`src/rtl/transporter_pkg.sv`:
```
`default_nettype none
// ============================================================================
// Module      : transporter_pkg
// Description : Shared FSM state types and frame-header helpers for the
//               byte link arbiter.
// Revision    : 1.0 - initial release
// ============================================================================
package transporter_pkg;

    typedef enum logic [1:0] {
        TX_IDLE = 2'd0,
        TX_HDR  = 2'd1,
        TX_PAY  = 2'd2,
        TX_DONE = 2'd3
    } tx_state_t;

    typedef enum logic [1:0] {
        RX_HDR = 2'd0,
        RX_PAY = 2'd1,
        RX_DLV = 2'd2
    } rx_state_t;

    localparam logic [7:0] HDR_MARK = 8'h80;

    function automatic logic [7:0] make_hdr(input logic [2:0] id);
        return HDR_MARK | {5'b0, id};
    endfunction

    // ID < n already implies the unused ID bits in [2:0] are zero, since n <= 2**ID_W
    function automatic logic hdr_valid(input logic [7:0] b, input int n);
        return b[7] && (b[6:3] == 4'b0) && (int'(b[2:0]) < n);
    endfunction

endpackage
`default_nettype wire

```
`src/rtl/rr_arbiter.sv`:
```
`default_nettype none
// ============================================================================
// Module      : rr_arbiter
// Description : Combinational round-robin arbiter; grants the first requester
//               at or after the pointer, wrapping, as one-hot plus binary ID.
// Revision    : 1.0 - initial release
// ============================================================================
module rr_arbiter #(
    parameter int N    = 4,
    parameter int ID_W = $clog2(N)
) (
    input  logic [N-1:0]    i_req,
    input  logic [ID_W-1:0] i_ptr,
    output logic [N-1:0]    o_gnt,
    output logic [ID_W-1:0] o_gnt_id
);

    localparam int IW = ID_W + 1;

    logic [IW-1:0] w_idx;
    logic          w_found;

    always_comb begin
        o_gnt    = '0;
        o_gnt_id = '0;
        w_found  = 1'b0;
        w_idx    = '0;
        for (int i = 0; i < N; i++) begin
            // one extra bit lets ptr+i exceed N before the modular wrap
            w_idx = {1'b0, i_ptr} + IW'(i);
            if (w_idx >= IW'(N)) begin
                w_idx = w_idx - IW'(N);
            end
            if (!w_found && i_req[w_idx[ID_W-1:0]]) begin
                w_found                 = 1'b1;
                o_gnt[w_idx[ID_W-1:0]]  = 1'b1;
                o_gnt_id                = w_idx[ID_W-1:0];
            end
        end
    end

endmodule
`default_nettype wire

```
`src/rtl/byte_link_arbiter.sv`:
```
`default_nettype none
// ============================================================================
// Module      : byte_link_arbiter
// Description : Shares one serdes byte port among N_CLIENTS clients using
//               2-byte (header+payload) frames; independent TX and RX FSMs.
// Revision    : 1.0 - initial release
// ============================================================================
module byte_link_arbiter
    import transporter_pkg::*;
#(
    parameter int N_CLIENTS = 4,
    parameter int ID_W      = $clog2(N_CLIENTS),
    parameter int ERR_W     = 8
) (
    input  logic                   clk,
    input  logic                   rst_n,
    input  logic [N_CLIENTS*8-1:0] cl_tx_data,
    input  logic [N_CLIENTS-1:0]   cl_tx_req,
    output logic [N_CLIENTS-1:0]   cl_tx_acc,
    output logic [N_CLIENTS*8-1:0] cl_rx_data,
    output logic [N_CLIENTS-1:0]   cl_rx_req,
    input  logic [N_CLIENTS-1:0]   cl_rx_acc,
    output logic                   sd_tx_req,
    output logic [7:0]             sd_tx_data,
    input  logic                   sd_tx_gnt,
    input  logic                   sd_rx_req,
    input  logic [7:0]             sd_rx_data,
    output logic                   sd_rx_gnt,
    output logic                   err_hdr,
    output logic [ERR_W-1:0]       err_cnt
);

    localparam logic [ID_W-1:0] c_last_id = ID_W'(N_CLIENTS - 1);

    tx_state_t             r_tx_state, w_tx_state_nxt;
    logic [ID_W-1:0]       r_tx_id, r_rr_ptr, w_arb_id;
    logic [N_CLIENTS-1:0]  w_arb_gnt;
    logic [7:0]            r_tx_pay, w_arb_data;

    rx_state_t             r_rx_state, w_rx_state_nxt;
    logic [ID_W-1:0]       r_rx_id;
    logic [7:0]            r_rx_pay;
    logic                  r_err_hdr, w_hdr_ok;
    logic [ERR_W-1:0]      r_err_cnt;

    rr_arbiter #(.N(N_CLIENTS), .ID_W(ID_W)) u_rr_arbiter (
        .i_req    (cl_tx_req),
        .i_ptr    (r_rr_ptr),
        .o_gnt    (w_arb_gnt),
        .o_gnt_id (w_arb_id)
    );

    always_comb begin
        w_arb_data = '0;
        for (int i = 0; i < N_CLIENTS; i++) begin
            if (w_arb_gnt[i]) begin
                w_arb_data = w_arb_data | cl_tx_data[8*i +: 8];
            end
        end
    end

    always_comb begin
        w_tx_state_nxt = r_tx_state;
        sd_tx_req      = 1'b0;
        sd_tx_data     = '0;
        cl_tx_acc      = '0;
        case (r_tx_state)
            TX_IDLE: if (|cl_tx_req) w_tx_state_nxt = TX_HDR;
            TX_HDR: begin
                sd_tx_req  = 1'b1;
                sd_tx_data = make_hdr(3'(r_tx_id));
                if (sd_tx_gnt) w_tx_state_nxt = TX_PAY;
            end
            TX_PAY: begin
                sd_tx_req  = 1'b1;
                sd_tx_data = r_tx_pay;
                if (sd_tx_gnt) w_tx_state_nxt = TX_DONE;
            end
            TX_DONE: begin
                cl_tx_acc[r_tx_id] = 1'b1;
                w_tx_state_nxt     = TX_IDLE;
            end
            default: w_tx_state_nxt = TX_IDLE;
        endcase
    end

    always_ff @(posedge clk or negedge rst_n) begin
        if (!rst_n) begin
            r_tx_state <= TX_IDLE;
            r_tx_id    <= '0;
            r_tx_pay   <= '0;
            r_rr_ptr   <= '0;
        end else begin
            r_tx_state <= w_tx_state_nxt;
            if (r_tx_state == TX_IDLE && |cl_tx_req) begin
                r_tx_id  <= w_arb_id;
                r_tx_pay <= w_arb_data;
            end
            if (r_tx_state == TX_DONE) begin
                r_rr_ptr <= (r_tx_id == c_last_id) ? '0 : r_tx_id + ID_W'(1);
            end
        end
    end

    assign w_hdr_ok = hdr_valid(sd_rx_data, N_CLIENTS);

    // Delivery stalls the serdes side: no RX byte is taken while a payload waits
    always_comb begin
        w_rx_state_nxt = r_rx_state;
        sd_rx_gnt      = 1'b0;
        cl_rx_req      = '0;
        cl_rx_data     = '0;
        case (r_rx_state)
            RX_HDR: begin
                sd_rx_gnt = sd_rx_req;
                if (sd_rx_req && w_hdr_ok) w_rx_state_nxt = RX_PAY;
            end
            RX_PAY: begin
                sd_rx_gnt = sd_rx_req;
                if (sd_rx_req) w_rx_state_nxt = RX_DLV;
            end
            RX_DLV: begin
                cl_rx_req[r_rx_id] = 1'b1;
                cl_rx_data         = {N_CLIENTS{r_rx_pay}};
                if (cl_rx_acc[r_rx_id]) w_rx_state_nxt = RX_HDR;
            end
            default: w_rx_state_nxt = RX_HDR;
        endcase
    end

    always_ff @(posedge clk or negedge rst_n) begin
        if (!rst_n) begin
            r_rx_state <= RX_HDR;
            r_rx_id    <= '0;
            r_rx_pay   <= '0;
            r_err_hdr  <= 1'b0;
            r_err_cnt  <= '0;
        end else begin
            r_rx_state <= w_rx_state_nxt;
            r_err_hdr  <= (r_rx_state == RX_HDR) && sd_rx_req && !w_hdr_ok;
            if (r_rx_state == RX_HDR && sd_rx_req) begin
                if (w_hdr_ok) begin
                    r_rx_id <= sd_rx_data[ID_W-1:0];
                end else if (r_err_cnt != '1) begin
                    r_err_cnt <= r_err_cnt + ERR_W'(1);
                end
            end
            if (r_rx_state == RX_PAY && sd_rx_req) begin
                r_rx_pay <= sd_rx_data;
            end
        end
    end

    assign err_hdr = r_err_hdr;
    assign err_cnt = r_err_cnt;

endmodule
`default_nettype wire

```
`config.mk`:
```
export PLATFORM = sky130hd
export DESIGN_NAME = byte_link_arbiter
export DESIGN_NICKNAME = d
export VERILOG_FILES = /design/src/rtl/transporter_pkg.sv /design/src/rtl/rr_arbiter.sv /design/src/rtl/byte_link_arbiter.sv
export SDC_FILE = /design/constraint.sdc
export NUM_CORES = 1
export LEC_CHECK = 0
export ABC_AREA = 1
export CORE_MARGIN = 2
export CORE_UTILIZATION = 45
export CTS_CLUSTER_DIAMETER = 60
export CTS_CLUSTER_SIZE = 10
export DETAILED_ROUTE_END_ITERATION = 16
export GPL_TIMING_DRIVEN = 0
export MAX_ROUTING_LAYER = met4
export PLACE_DENSITY_LB_ADDON = 0.12
export SETUP_SLACK_MARGIN = 0.4
export SYNTH_ARGS = -nofsm -noshare
export SYNTH_HDL_FRONTEND = slang
export SYNTH_HIERARCHICAL = 1
export SYNTH_SLANG_ARGS = --single-unit
```
`constraint.sdc`:
```
create_clock -name clk -period 4.69 [get_ports clk]
set_input_delay 0.938 -clock clk [delete_from_list [all_inputs] [get_ports clk]]
set_output_delay 0.938 -clock clk [all_outputs]
set_load 0.02 [all_outputs]
```
Word level (Yosys, flattened, before mapping)
Index checks and enable logic that the tools add are counted.
Widths: inputs -> output; s select.
{ "classes": {"addsub": 9, "order_cmp": 17, "n_eq_ne": 13, "muxes": 56, "n_bitwise": 7, "reduce_logical": 30} }
{ "ops": {"columns": ["op", "n"], "rows": [
  ["$mux 32", 1],
  ["$mux 8", 4],
  ["$mux 2", 15],
  ["$mux 4", 6],
  ["$or 8x8->8", 3],
  ["$lt 2x3->1 const B", 6],
  ["$logic_and 1x1->1", 16],
  ["$mux 1", 16],
  ["$pmux 8 s2", 1],
  ["$demux 1 s2", 6],
  ["$ge 2x1->1 const B", 6],
  ["$ne 2x2->1 const B", 6],
  ["$or 4x4->4", 3],
  ["$bmux 1 s2", 5],
  ["$ge 3x3->1 const B", 3],
  ["$reduce_and 3->1", 3],
  ["$add 8x1->8 const B", 1],
  ["$eq 2x2->1 const B", 4],
  ["$ne 8x8->1 const B", 1],
  ["$pmux 2 s4", 1],
  ["$sub 2x1->2 const B", 4],
  ["$add 2x2->3 const B", 2],
  ["$pmux 2 s3", 1],
  ["$eq 2x1->1 const B", 2],
  ["other kinds (11)", 16]
]} }
{ "word_totals": {"register_bits": 35, "output_inout_bits": 59, "wordCells": 141} }

Depth between registers and ports, before layout
Gate-level depths: netlist of the first run.
{ "depth": {"depth_word": 21, "depth_mapped": 14, "mapped_depth_nobuf": 12} }

By module
Netlist of the first run, hierarchy kept.
{ "by_module_without_submodules": {"columns": ["mod", "instances", "cells_per_inst", "area_each_um2"], "rows": [
  ["byte_link_arbiter", 1, 327, 2381.0],
  ["rr_arbiter", 1, 73, 439.2]
]} }

Least setup slack after synthesis of the first run
Ideal clock, no wire load.
{ "synth_path": {"kind": "register to output", "start": "reg r_rx_state[1]", "end": "out cl_rx_data[15]", "arrival_ps": 1344, "setup_slack_ps": 2408, "stages_incl_launch_ff": 7, "path_buffers": 2, "cell_sequence": "dfrtp_1 > inv_2 > nor2_2 > inv_2 > buf_6 > nor2_1 > buf_4"} }
{ "synth_between": {"elab_chain_cells": 2} }
{ "synth_rtl": {"columns": ["element", "line", "source"], "rows": [
  ["start, declared", "byte_link_arbiter.sv:40", "rx_state_t r_rx_state, w_rx_state_nxt;"],
  ["start signal, assigned", "byte_link_arbiter.sv:139", "r_rx_state <= w_rx_state_nxt;"],
  ["$eq 2x2->1", "byte_link_arbiter.sv:113", "case (r_rx_state)"],
  ["$mux 32", "byte_link_arbiter.sv:113", null],
  ["end, declared", "byte_link_arbiter.sv:20", "output logic [N_CLIENTS*8-1:0] cl_rx_data,"]
]} }
Every way passes these cells.

Worst setup path after layout of the first run
{ "layout_path": {"start": "in sd_rx_req", "end": "out sd_rx_gnt"} }
{ "layout_between": {"elab_chain_cells": 1} }
{ "layout_rtl": {"columns": ["element", "line", "source"], "rows": [
  ["start, declared", "byte_link_arbiter.sv:26", "input logic sd_rx_req,"],
  ["$mux 1", "byte_link_arbiter.sv:113", null],
  ["end, declared", "byte_link_arbiter.sv:28", "output logic sd_rx_gnt,"]
]} }
Every way passes these cells.

==> results.yml, run 1 <==
clocking:
  tritoncts: "done"
  clock_path_buffers: 2
  postCtsSetupRepairBufs: 0
  cts_sinks: 35
  cts_resized: 0
  cts_root_buffer: "clkbuf_8"
  htreeDepth: 2
  numCtsBuffers: 5
  clk_pin_slew_ns: 0.07
  clkLatencyLatePin_ns: 0.29
  cts_hold_buf: 0
timing:
  hold_slack_ns: 0.482
  max_slew_margin_pct: 48.2
  min_period_over_period_pct: 67.6
  period_needed_ns: 3.17
  setup_viol: 0
  finalSetupTns_ns: 0
  fmax_ghz: 0.316
  tightest_slew_ns: 0.777
  fin_skew_ns: 0.00541
  maxSlewViolCount: 0
  rsz0062_at_grt: "false"
  hold_viol: 0
place:
  numPortBuffers: 110
  routabilityCongestion: 0.866
  hpwl_um: 5530
routing:
  wire_per_inst_um: 11.7
  drt_first_pass_iters: 4
  met3_length_um: 331
  routed.top_layer: "met4"
  viasPerCell: 4.78
  met1_length_um: 3110
  antenna_left: 0
  vias: 2837
  drcViolationCount: 0
  routed_wl_um: 6950
  drt_iter0_drc: 87
  dr_wl_met2_um: 3430
synth:
  ys_warn_count: 6
  synth_fp_nets: 466
  synth_common_cells: "nand2_1 (137), inv_1 (38), dfrtp_1 (35)"
  synth.most_common_cell: "nand2_1"
  synth_cell_types: 30
  synth_seq_cells: 35
  synth-edff-count: 0
  async_flop_share_pct: 100
  syn_inst: 400
  yosysTopAreaCell: "dfrtp_1"
  avgSynthCellArea_um2: 7.05
  yosys.area.top_type_share_pct: 31.1
  synth_flop_cell: "dfrtp_1"
  synth_area_leaders: "dfrtp_1 (31%), nand2_1 (18%), buf_4 (6.4%)"
  netlist_area_um2: 2820
  ys_seq_area_share_pct: 31.1
pwr:
  pwr-share-seq_pct: 26.2
  max-vdd-ir-drop_mv: 0.330
  power.leakage_nw: 2.05
  p_sw_share_pct: 48.5
  cellPowerDensity_nw_per_um2: 459
  power_frac_comb_pct: 62.4
  p_int_mw: 0.967
  clockPowerShare_pct: 11.4
  p_switching_mw: 0.910
grt:
  grt_first_pass_wirelength_um: 12100
  antenna_found_initial: 0
  grt_usage_pct: 21.3
  grt_max_degree: 36
  overflow: 0
  grt_pass1_vias: 2808
worst_setup_path:
  crit_path_end_kind: "primary output"
  slowest_delay_ns: 0.62
  r2r_slack_ns: 2.11
  crit_type: "in2out"
  crit_path_max_fanout: 4
  start_kind: "input pin"
  crit_family: "buffers and inverters"
  required_ns: 3.75
  crit_arrival_ns: 2.23
  crit_chain: "clkdlybuf4s50_1 -> inv_2 -> nor2_4 -> clkdlybuf4s50_1"
  cpMaxStageDelayCell: "clkdlybuf4s50_1"
  worst-path-buf-inv: 3
  crit_path_frequent_cell: "clkdlybuf4s50_1"
final_layout:
  fill_cells: 505
  antenna_cells: 0
  nets: 583
  final_layout_size_suffix_gt1_share_pct: 15.3
  syn2layout_area_growth_pct: 45.1
status:
  outcome: "finished, final reports clean"
hold_path:
  hp-class: "reg2reg"
die:
  die_x_um: 83.2
  pin_count: 111
  start_util_pct: 47.1
  die_area_um2: 6920
  num_rows: 28
  die_y_um: 83.2
  core_area_um2: 5990
job:
  maxCapViolCount: 0
area by class of cell:
cell class / instances / area, um^2 / share of cell area [%]
Multi-Input combinational cell: 283 / 1520 / 37.0
Buffer: 33 / 245 / 5.99
Timing Repair Buffer: 110 / 1100 / 26.8
Clock buffer: 7 / 76.3 / 1.87
Inverter: 49 / 184 / 4.50
Tap cell: 75 / 93.8 / 2.29
Clock inverter: 1 / 5.00 / 0.122
Sequential cell: 35 / 876 / 21.4
final timing paths:
path,endpoint,cells past startpoint,startpoint
hold reg to reg,r_tx_pay[6],2,r_tx_pay[6]
min in group asynchronous,err_cnt[5],1,rst_n
setup / recovery,sd_rx_gnt,4,sd_rx_req
setup reg to reg,r_tx_pay[0],13,r_rr_ptr[0]
max in group asynchronous,r_tx_pay[2],1,rst_n
hold / removal,r_tx_pay[6],2,r_tx_pay[6]
layer usage:
| layer | GRT usage, % | up-vias |
|---|---|---|
| li1 | - | 1471 |
| met1 | 25.5 | 1279 |
| met2 | 36.1 | 77 |
| met3 | 4.77 | 10 |
| met4 | 5.66 | 0 |
| met5 | - | - |
flip-flops by register name, indices dropped and copies added (netlist names):
signal and cells:
r_tx_pay 8, r_rx_id 2, err_hdr 1, r_rx_state 2, r_tx_state 2, err_cnt 8, r_rr_ptr 2, r_tx_id 2
r_rx_pay 8
cell usage in the layout, fill, tap and decap left out, types with 14 or more instances in the layout:
cell             netlist  routed
ha_1                  14      14
nand4_1               18      18
dfrtp_1               35      35
nand3_1               23      23
inv_1                 38      38
nand2_1              137     137
nor2_1                24      24
a21oi_1               17      17
buf_4                 24      24
clkdlybuf4s50_1        0     109
through the flow:
| stage | setup slack, ns | area (um^2) | util, % | total power [mW] | cells |
|---|---|---|---|---|---|
| after floorplan | 2.41 | 2820 | - | 1.30 | 400 |
| after global placement | 1.52 | 4020 | 67.0 | 1.65 | 585 |
| after detailed placement | 1.51 | 4010 | 66.9 | 1.67 | 585 |
| after CTS | 1.51 | 4090 | 68.3 | 1.89 | 593 |
| after global routing | 1.50 | 4090 | 68.3 | 2.05 | 593 |
| final | 1.52 | 4090 | 68.3 | 1.88 | 593 |
cells by family after synthesis:
family	after synthesis	synth area share, %
compound gates	29	5.86
xor+xnor	3	0.932
fa+ha+maj	14	6.21
buf+inv	82	15.2
flops	35	31.1
simple gates	237	40.7
worst register-to-register path: cells and delay by family (launching register included):
kind,cells,cell delay [ns]
and+or+nand+nor,8,0.84
buffers and inverters,3,0.61
DFF,1,0.56
adders and majority gates,1,0.41
AOI/OAI and AO/OA,1,0.11
power by group through the flow:
stage          registers, mW  logic, mW  clock network (mW)
2_1_floorplan          0.499      0.804                   0
3_3_place_gp           0.494       1.15                   0
3_5_place_dp           0.496       1.18                   0
4_1_cts                0.491       1.18               0.220
5_1_grt                0.507       1.31               0.232
6_report               0.492       1.17               0.213
No activity file was read; power rests on OpenSTA's default activity.
==> run 2, diff against run 1 <==
Settings changed: CORE_UTILIZATION 45 to 40.
Clock period 4.69 ns to 2.64 ns, I/O delays scaled along.
==> results.yml, run 2 (synthesized netlist as in run 1, its figures left out) <==
die:
  start_util_pct: 41.5
  die_area_um2: 7740
  pin_count: 111
  num_rows: 30
  die_x_um: 88.0
  die_y_um: 88.0
  core_area_um2: 6790
routing:
  vias: 2847
  drt_first_pass_iters: 4
  drt_iter0_drc: 119
  wire_per_inst_um: 11.5
  viasPerCell: 4.62
  antenna_left: 0
  drcViolationCount: 0
  routed_wl_um: 7100
timing:
  hold_viol: 0
  min_period_over_period_pct: 84.0
  rsz0062_at_grt: "true"
  finalSetupTns_ns: 0
  setup_viol: 0
  fin_skew_ns: 0.00356
  period_needed_ns: 2.22
  setup_ws_ns: 0.422
  maxSlewViolCount: 0
  tightest_slew_ns: 0.787
  fmax_ghz: 0.451
  max_slew_margin_pct: 47.5
  hold_slack_ns: 0.321
clocking:
  numCtsBuffers: 5
  cts_root_buffer: "clkbuf_8"
  clkLatencyLatePin_ns: 0.28
  htreeDepth: 2
  tritoncts: "done"
  clk_pin_slew_ns: 0.07
  clock_path_buffers: 2
  cts_sinks: 35
worst_setup_path:
  start_kind: "flip-flop"
  crit_path_max_fanout: 10
  crit_type: "reg2out"
  required_ns: 2.11
  crit_arrival_ns: 1.69
  crit_path_end_kind: "primary output"
status:
  outcome: "finished, final reports clean"
final_layout:
  fill_cells: 613
  final_layout_size_suffix_gt1_share_pct: 24.4
  final_common_cell: "nand2_1"
  nets: 586
  syn2layout_area_growth_pct: 46.5
  finalNonFillerCells: 616
  antenna_cells: 0
  most-common-layout-cells: "nand2_1 (137), clkdlybuf4s50_1 (58), inv_1 (37)"
place:
  dpl_worst_slack_ns: 0.0817
  place_inst: 606
  routabilityCongestion: 0.855
  numPortBuffers: 110
  hpwl_um: 5560
grt:
  overflow: 0
  grt_max_degree: 36
  grt_pass1_vias: 2804
  grt_first_pass_wirelength_um: 12000
  antenna_found_initial: 0
  grt_usage_pct: 19.6
job:
  maxCapViolCount: 0
pwr:
  total_power_mw: 3.42
  max-vdd-ir-drop_mv: 0.397
  power.leakage_nw: 2.21
  cellPowerDensity_nw_per_um2: 826
hold_path:
  hp-class: "in2async"
run 2: cell type report:
| cell class | instances | area (um^2) | share of cell area (%) |
|---|---|---|---|
| clock buffers | 6 | 82.6 | 2.00 |
| inverters | 49 | 189 | 4.57 |
| multi-input cells | 283 | 1550 | 37.6 |
| well taps | 96 | 120 | 2.91 |
| clock inverters | 1 | 5.00 | 0.121 |
| plain buffers | 33 | 253 | 6.12 |
| flip-flops and latches | 35 | 878 | 21.3 |
| repair buffers | 113 | 1050 | 25.5 |
run 2: critical path, stage by stage (launching register included):
cell and delay (ns):
dfrtp_1 0.41, inv_2 0.08, nor2_2 0.13, inv_2 0.07, buf_6 0.15, nor2_2 0.18, buf_4 0.14, clkdlybuf4s15_2 0.25
run 2: power breakdown:
group | total, mW | internal [mW] | leakage, nW | switching, mW
clock network | 0.395 | 0.205 | 0.0470 | 0.191
registers | 0.861 | 0.703 | 0.425 | 0.157
logic | 2.16 | 0.846 | 1.74 | 1.31
run 2: per-stage QoR:
| stage | area (um^2) | utilization, % |
|---|---|---|
| 2_1_floorplan | 2820 | - |
| 3_3_place_gp | 4040 | 59.5 |
| 3_5_place_dp | 4040 | 59.4 |
| 4_1_cts | 4150 | 61.1 |
| 5_1_grt | 4130 | 60.8 |
| 6_report | 4130 | 60.8 |
run 2: path summary, 6_finish.rpt:
check,from,to,slack (ns),cells after the start
max,r_rx_state[1],cl_rx_data[24],0.42,7
min,rst_n,err_cnt[4],0.32,1
max reg2reg,r_rr_ptr[1],r_tx_pay[2],0.59,14
min reg2reg,r_tx_pay[1],r_tx_pay[1],0.48,2
max in group asynchronous,rst_n,r_rr_ptr[1],1.77,1
min in group clk,r_tx_pay[1],r_tx_pay[1],0.48,2
run 2: what timing repair did:
item,4_1_cts,5_1_grt
buffers inserted,1,2
endpoints found under the setup margin,58,44
gates resized for setup,102,32
cloned,0,0
hold buffers,0,0
run 2: layer usage:
layer  vias up  GRT usage (%)  wire length [um]
met5         -              -                 0
met4         0           3.92                57
met3         9           3.68               309
met2        75           34.1              3540
met1      1290           23.6              3190
li1       1473              -                 -
==> run 3, diff against run 2 <==
Settings changed: CORE_UTILIZATION 40 to 44.
Clock period 2.64 ns to 2.07 ns, I/O delays scaled along.
==> results.yml, run 3 (synthesized netlist as in run 1, its figures left out) <==
final_layout:
  antenna_cells: 0
  final_layout_size_suffix_gt1_share_pct: 41.9
  syn2layout_area_growth_pct: 74.0
  fin_area_um2: 4910
  final_common_cell: "nand2_1"
  nets: 616
  most-common-layout-cells: "nand2_1 (116), buf_6 (88), clkdlybuf4s50_1 (46)"
timing:
  hold_slack_ns: 0.215
  period_needed_ns: 1.90
  tightest_slew_ns: 0.791
  rsz0062_at_grt: "true"
  fmax_ghz: 0.526
  setup_viol: 0
  fin_skew_ns: 0.00403
  hold_viol: 0
  maxSlewViolCount: 0
  min_period_over_period_pct: 91.8
  max_slew_margin_pct: 47.3
routing:
  drt_iter0_drc: 133
  routed.top_layer: "met4"
  met1_length_um: 3420
  antenna_left: 0
  met3_length_um: 360
  wire_per_inst_um: 13.7
  drt_first_pass_iters: 4
  vias: 3080
  dr_wl_met2_um: 4630
  routed_wl_um: 8580
  viasPerCell: 4.90
  drcViolationCount: 0
hold_path:
  hp-class: "in2async"
pwr:
  max-vdd-ir-drop_mv: 1.01
  cellPowerDensity_nw_per_um2: 1120
  power.leakage_nw: 2.47
die:
  start_util_pct: 44.9
  die_area_um2: 7070
  die_x_um: 84.1
  die_y_um: 84.1
  pin_count: 111
  core_area_um2: 6280
  num_rows: 29
status:
  outcome: "finished, final reports clean"
worst_setup_path:
  crit_arrival_ns: 2.12
  crit_path_end_kind: "flip-flop"
  startpoint: "r_rr_ptr[0]"
  crit_path_max_fanout: 8
  required_ns: 2.29
  rr_startpoint: "r_rr_ptr[0]"
  start_kind: "flip-flop"
  crit_type: "reg2reg"
clocking:
  htreeDepth: 2
  cts_hold_buf: 0
  cts_root_buffer: "clkbuf_8"
  clk_pin_slew_ns: 0.07
  clock_path_buffers: 2
  clkLatencyLatePin_ns: 0.28
  cts_sinks: 35
  tritoncts: "done"
  numCtsBuffers: 5
grt:
  overflow: 0
  grt_first_pass_wirelength_um: 13200
  grt_pass1_vias: 3005
  grt_max_degree: 36
  antenna_found_initial: 0
  grt_usage_pct: 23.4
place:
  post_dp_cell_area_um2: 4080
  hpwl_um: 5620
  numPortBuffers: 110
  routabilityCongestion: 0.835
job:
  maxCapViolCount: 0
[run 3: cell count changes in the layout (fill, tap and decap cells not counted), moves of 9 or more]
cell	previous run	this run
nor2_4	5	14
clkdlybuf4s50_1	58	46
clkdlybuf4s15_2	13	0
nor2_2	11	2
nand2_2	11	30
inv_2	10	21
clkbuf_2	16	0
buf_6	4	88
inv_1	37	23
nand2_1	137	116
[run 3: timing repair]
item | CTS | global route
endpoints found under the setup margin | 68 | 61
cloned | 2 | 1
pin swaps | 12 | 21
resized for setup | 335 | 97
setup buffers | 22 | 8
[run 3: path summary, 6_finish.rpt]
| kind | to | slack, ns | depth (start not counted) |
|---|---|---|---|
| hold reg to reg | r_rx_pay[7] | 0.49 | 2 |
| setup reg to reg | r_tx_pay[1] | 0.17 | 14 |
| max in group asynchronous | r_rx_id[0] | 1.30 | 1 |
| min in group clk | r_rx_pay[7] | 0.49 | 2 |
| setup / recovery | r_tx_pay[1] | 0.17 | 14 |
| hold / removal | r_rx_pay[3] | 0.22 | 1 |
[run 3: routing by layer]
metal  global-route usage [%]  up-vias
met5                        -        -
met4                     6.45        0
met3                     4.35       17
met2                     42.6       78
met1                     26.1     1448
li1                         -     1537
[run 3: layout make-up]
type,count,area (um^2)
Tap cell,77,96.3
Clock inverter,2,35.0
Sequential cell,35,883
Timing Repair Buffer,143,1450
Inverter,49,199
Buffer,33,390
Multi-Input combinational cell,283,1770
Fill cell,424,1370
Clock buffer,6,82.6
[run 3: power breakdown]
group	leakage [nW]	total (mW)	internal, mW	switching (mW)
sequential	0.420	1.15	0.904	0.247
combinational	1.99	3.73	1.70	2.03
clock	0.0612	0.621	0.389	0.232
total	2.47	5.50	2.99	2.51
[run 3: stage by stage]
stage          TNS (ns)  power (mW)  cells  utilization [%]  worst slack, ns
4_1_cts               0        5.24    619             71.5            0.210
3_3_place_gp     -10.44        3.90    587             65.1           -0.373
2_1_floorplan         0        3.10    400                -            0.284
3_5_place_dp      -2.32        3.95    587             65.0           -0.238
5_1_grt               0        5.92    628             78.2           0.0397
6_report              0        5.50    628             78.2            0.170
[run 3: worst max-delay path, stage by stage (launching register included)]
cell	delay, ns
dfrtp_2	0.44
inv_6	0.06
ha_4	0.30
inv_4	0.05
nand2_2	0.05
nand2_2	0.06
nor2_4	0.13
buf_6	0.13
nand4_1	0.08
nand3_1	0.10
clkbuf_8	0.16
nand2_1	0.05
nand4_1	0.10
nand2_1	0.05
nand2_1	0.06
